### config.mk
export PLATFORM = sky130hd
export DESIGN_NAME = inv_player
export DESIGN_NICKNAME = d
export VERILOG_FILES = /design/src/rtl/inv_player.sv
export SDC_FILE = /design/constraint.sdc
export NUM_CORES = 2
export LEC_CHECK = 0
export CAP_MARGIN = 20
export CORE_AREA = 2 2 255 257
export DETAILED_ROUTE_END_ITERATION = 16
export DIE_AREA = 0 0 257 259
export HOLD_SLACK_MARGIN = 0.15
export PLACE_DENSITY_LB_ADDON = 0.25
export SLEW_MARGIN = 20
export SYNTH_ARGS = -nofsm -noshare
export SYNTH_HDL_FRONTEND = slang
export SYNTH_SLANG_ARGS = --single-unit
### constraint.sdc
create_clock -name clk -period 1.8 [get_ports clk]
set_clock_uncertainty 0.05 [all_clocks]
set_input_delay 0.45 -clock clk [delete_from_list [all_inputs] [get_ports clk]]
set_output_delay 0.45 -clock clk [all_outputs]
set_load 0.005 [all_outputs]
### src/rtl/inv_player.sv
// Inverse Spongent pLayer: bit i moves to (4*i) mod (NBITS-1), MSB stays put.
// Default build scatters CHUNK bits per cycle; define INV_PLAYER_PARALLEL_EN for a single-cycle permute.
module inv_player #(
    parameter int NBITS = 264,
    parameter int CHUNK = 8
) (
    input  logic             clk,
    input  logic             rst,
    input  logic             start,
    input  logic [NBITS-1:0] state_in,
    output logic             busy,
    output logic             done,
    output logic [NBITS-1:0] state_out
);

    localparam int NSBOX = NBITS / CHUNK;
    localparam int IDX_W = (NSBOX > 1) ? $clog2(NSBOX) : 1;
    localparam logic [IDX_W-1:0] LAST_IDX = IDX_W'(NSBOX - 1);

    typedef enum logic [1:0] {
        IDLE = 2'd0,
        RUN  = 2'd1,
        DONE = 2'd2
    } state_t;

    state_t             r_state;
    state_t             w_next_state;
    logic [NBITS-1:0]   r_in;
    logic [NBITS-1:0]   r_work;
    logic [NBITS-1:0]   r_out;
    logic               r_done;
    logic [IDX_W-1:0]   r_index;
    logic [NBITS-1:0]   w_scatter;
    logic [NBITS-1:0]   w_result;

    // Destination of input bit i; only ever called with loop constants, so it folds away.
    function automatic int dest(input int i);
        if (i == NBITS - 1) begin
            return i;
        end
        return (4 * i) % (NBITS - 1);
    endfunction

    always_ff @(posedge clk) begin
        if (!rst) begin
            r_state <= IDLE;
        end else begin
            r_state <= w_next_state;
        end
    end

    always_comb begin
        w_next_state = r_state;
        case (r_state)
            IDLE: begin
                if (start) begin
`ifdef INV_PLAYER_PARALLEL_EN
                    w_next_state = DONE;
`else
                    w_next_state = RUN;
`endif
                end
            end
            RUN: begin
                if (r_index == LAST_IDX) begin
                    w_next_state = DONE;
                end
            end
            DONE:    w_next_state = IDLE;
            default: w_next_state = IDLE;
        endcase
    end

    always_comb begin
        busy = (r_state != IDLE);
    end

    // Only the chunk selected by r_index lands this cycle; all other bits keep their value.
    always_comb begin
        w_scatter = r_work;
        for (int i = 0; i < NBITS; i++) begin
            if (r_index == IDX_W'(i / CHUNK)) begin
                w_scatter[dest(i)] = r_in[i];
            end
        end
    end

`ifdef INV_PLAYER_PARALLEL_EN
    always_comb begin
        w_result = '0;
        for (int i = 0; i < NBITS; i++) begin
            w_result[dest(i)] = r_in[i];
        end
    end
`else
    always_comb begin
        w_result = r_work;
    end
`endif

    always_ff @(posedge clk) begin
        if (!rst) begin
            r_in    <= '0;
            r_work  <= '0;
            r_out   <= '0;
            r_done  <= 1'b0;
            r_index <= '0;
        end else begin
            r_done <= (r_state == DONE);
            case (r_state)
                IDLE: begin
                    if (start) begin
                        r_in    <= state_in;
                        r_work  <= '0;
                        r_index <= '0;
                    end
                end
                RUN: begin
                    r_work <= w_scatter;
                    if (r_index != LAST_IDX) begin
                        r_index <= r_index + 1'b1;
                    end
                end
                DONE: begin
                    r_out <= w_result;
                end
                default: begin
                    r_index <= '0;
                end
            endcase
        end
    end

    assign done      = r_done;
    assign state_out = r_out;

endmodule

==> flow_metrics.tcl <==
set metrics [dict create \
    run_status "finished, violations left" \
    failed_checks "negative setup slack" \
    gr-usage-all-layers 0.250 \
    final_common_cell "sky130_fd_sc_hd__nand2_1" \
    cts_buffer_depth 3 \
    yosys_warnings 0 \
    ys_types 36 \
    grt_pass1_wl_um 133000 \
    worst_r2r_startpoint "r_state[1]" \
    detail_route.first_pass.iterations 5 \
    critical_path.top_delay_family "flip-flops" \
    critPathSlowestCell "sky130_fd_sc_hd__dfxtp_2" \
    timing.hold.worst_endpoint "r_index[4]" \
    routed_wl_um 85800 \
    max_stage_delay_ns 0.35 \
    initial_core_util 0.464 \
    post_synthesis_sequential_area_ratio 0.541 \
    r2r_slack_ns 0.07 \
    drt-wirelength-per-cell_um 17.4 \
    slew_headroom 0.703 \
    finish.cell_count_without_fillers 4926 \
    whs_path_depth 3 \
    finalSetupTns_ns -0.0441 \
    tritoncts_num_sinks 801 \
    drt-vias-per-instance 5.12 \
    leakagePower_uw 0.0145 \
    max_clock_freq_mhz 542 \
    number_of_vias_in_the_routed_layout 25202 \
    grt_pass1_vias 24055 \
    placement_rows 93 \
    gr-total-overflow 0 \
    cts.hold.buffers_added 0 \
    netlist_top_cells_area "sky130_fd_sc_hd__dfxtp_1, sky130_fd_sc_hd__nand2_1, sky130_fd_sc_hd__a21boi_0, sky130_fd_sc_hd__nand3_1, sky130_fd_sc_hd__o21ai_1" \
    slew_worst_pin_ns 0.445 \
    worst_ep_arrival_time_ns 1.34 \
    yosysTopAreaCell "sky130_fd_sc_hd__dfxtp_1" \
    htree_num_levels 3 \
    finish.net_count 4284 \
    dpl.cell_count 4782 \
    critPathBufInv 1 \
    routabilityCongestion 0.824 \
    setup.worst_path.class "reg2out" \
    critical_path.startpoint_type "register" \
    final-seq-area_um2 16200 \
    clkTransAtPathRegs_ns 0.06 \
    synth_largest_type_area_fraction 0.541 \
    antenna_cells_inserted 0 \
    grt_max_degree 99 \
    min_path_type "in2reg" \
    ant_nets 0 \
    cts_tree "done" \
    final_layout_size_suffix_gt1_frac 0.0963 \
    numCtsBuffers 82 \
    placement.io_buffers 532 \
    vdd.ir_drop.worst_uv 772 \
    cap_viol_max_count 0 \
    report.final.slew_viol_count 0 \
    critPathRequiredTime_ns 1.30 \
    rsz0062_at_grt "true" \
    initialDrtViolationCount 1535 \
    crit_end_element "primary output" \
    fin_crit_ns 1.84 \
    total_of_flip_flops_plus_latches_after_synthesis 801 \
    synth.avg_cell_area_um2 8.35 \
    core_area_um2 63900 \
    final.fill_count 5727 \
    die_height_um 259 \
    clock_tree.root_cell "sky130_fd_sc_hd__clkbuf_16" \
    die_w_um 257 \
    worst_reg_to_reg_path_cell_count 6 \
    chain_of_cells_forming_the_critical_path "or2_4 -> buf_6" \
    detailedPlacementHpwl_um 57900 \
    worst_skew_pair.late_latency_ns 0.61 \
    cts_setup_buffers 0 \
    critPathMaxFanout 4 \
    fin_ws_ns -0.0441 \
    power.density_nw_per_um2 965 \
    grt_antenna_before_repair 0 \
    final-setup-viol-count 1 \
    synthCells 3549 \
    finalCritPeriodShare 1.02 \
    layout-area-overhead-vs-synth_pct 31.4 \
    worstReg2RegEnd "r_work[219]" \
    multi_input_comb_area_um2 12200 \
    tot_pwr_uw 37600 \
    finalHoldViolations 0 \
    area_of_the_die_um2 66600 \
    route.detailed.drc 0 \
    synth.cell_area_um2 29600 \
    min_from "rst" \
    syn-num-nets 3820 \
    final_cell_mix "sky130_fd_sc_hd__nand2_1, sky130_fd_sc_hd__dfxtp_1, sky130_fd_sc_hd__a21boi_0, sky130_fd_sc_hd__nand3_1, sky130_fd_sc_hd__clkdlybuf4s50_1" \
    utilization 0.610 \
    ioPinCount 533 \
]
## cells by family after synthesis
family,synth area share
AOI/OAI and AO/OA,0.182
adders and majority gates,0.00169
buffers and inverters,0.0485
DFF,0.541
muxes,0.000338
and+or+nand+nor,0.226
## tightest hold or removal path, stage by stage
cell and delay, ns:
sky130_fd_sc_hd__buf_8 0.14, sky130_fd_sc_hd__buf_12 0.19, sky130_fd_sc_hd__o311a_1 0.12
## sequential cells by signal, indices dropped and copies added (netlist names)
name       flops
r_index        6
done           1
state_out    264
r_in         264
r_state        2
r_work       264
## worst max path at each step
stage	startpoint	cells past startpoint	end
6_report	r_state[0]	2	busy
5_1_grt	r_state[0]	2	busy
4_1_cts	r_state[1]	2	busy
3_5_place_dp	start	6	r_work[118]
3_3_place_gp	start	6	r_work[134]
2_1_floorplan	r_index[0]	8	r_work[223]
## final cells by class
class / count / area share
clock buffers: 114 / 0.0605
clock inverters: 28 / 0.00778
inverters: 4 / 0.000386
multi-input cells: 2458 / 0.315
flip-flops and latches: 801 / 0.416
well taps: 855 / 0.0275
repair buffers: 666 / 0.174
## where the power goes
part           internal [µW]  switching [µW]  leakage (µW)
logic                   1170            1300       0.00663
clock network           9850            6960       0.00131
registers              18100             190       0.00655
## layer usage
layer	global-route usage	routed length [µm]
met2	0.412	40400
met3	0.0368	4410
met1	0.333	38300
met4	0.0914	2710
met5	0	0
## timing repair
item,4_1_cts,5_1_grt
setup endpoints to repair,323,73
pin swaps,0,2
resized for setup,389,20
cloned,0,2
## per-stage QoR
step | hold slack (ns) | setup slack [ns] | cell area (µm²)
after detailed placement | 0.387 | -0.453 | 36300
after global routing | 0.287 | -0.0974 | 38900
after floorplan | 0.379 | 0.00524 | 29700
after CTS | 0.248 | -0.181 | 38800
final | 0.298 | -0.0441 | 38900
after global placement | 0.382 | -0.418 | 36300
## cells in the mapped netlist
master,instances
sky130_fd_sc_hd__nor2_2,1
sky130_fd_sc_hd__and2_1,4
sky130_fd_sc_hd__buf_4,6
sky130_fd_sc_hd__o21ai_0,14
sky130_fd_sc_hd__or4_1,2
sky130_fd_sc_hd__nand2b_4,1
sky130_fd_sc_hd__nor2b_1,3
sky130_fd_sc_hd__buf_2,94
sky130_fd_sc_hd__buf_6,28
sky130_fd_sc_hd__nand2b_1,1
sky130_fd_sc_hd__nor2_1,3
sky130_fd_sc_hd__or3b_1,1
sky130_fd_sc_hd__and4bb_2,1
sky130_fd_sc_hd__nand4_1,9
sky130_fd_sc_hd__mux2i_1,1
sky130_fd_sc_hd__a21boi_0,538
sky130_fd_sc_hd__a31oi_1,1
sky130_fd_sc_hd__nor4b_4,1
sky130_fd_sc_hd__nand2_1,1319
sky130_fd_sc_hd__nand3_2,8
sky130_fd_sc_hd__o22ai_1,2
sky130_fd_sc_hd__ha_1,4
sky130_fd_sc_hd__a21oi_1,2
sky130_fd_sc_hd__o21ai_1,245
sky130_fd_sc_hd__nand3_1,289
sky130_fd_sc_hd__o311a_1,1
sky130_fd_sc_hd__and2b_1,1
sky130_fd_sc_hd__and3b_1,1
sky130_fd_sc_hd__a41oi_1,2
sky130_fd_sc_hd__or2_2,1
sky130_fd_sc_hd__dfxtp_1,801
sky130_fd_sc_hd__buf_1,12
sky130_fd_sc_hd__clkbuf_1,146
sky130_fd_sc_hd__nor3b_1,1
sky130_fd_sc_hd__a2bb2oi_1,1
sky130_fd_sc_hd__inv_1,4
Note: power is estimated with default switching activity, not from simulation.
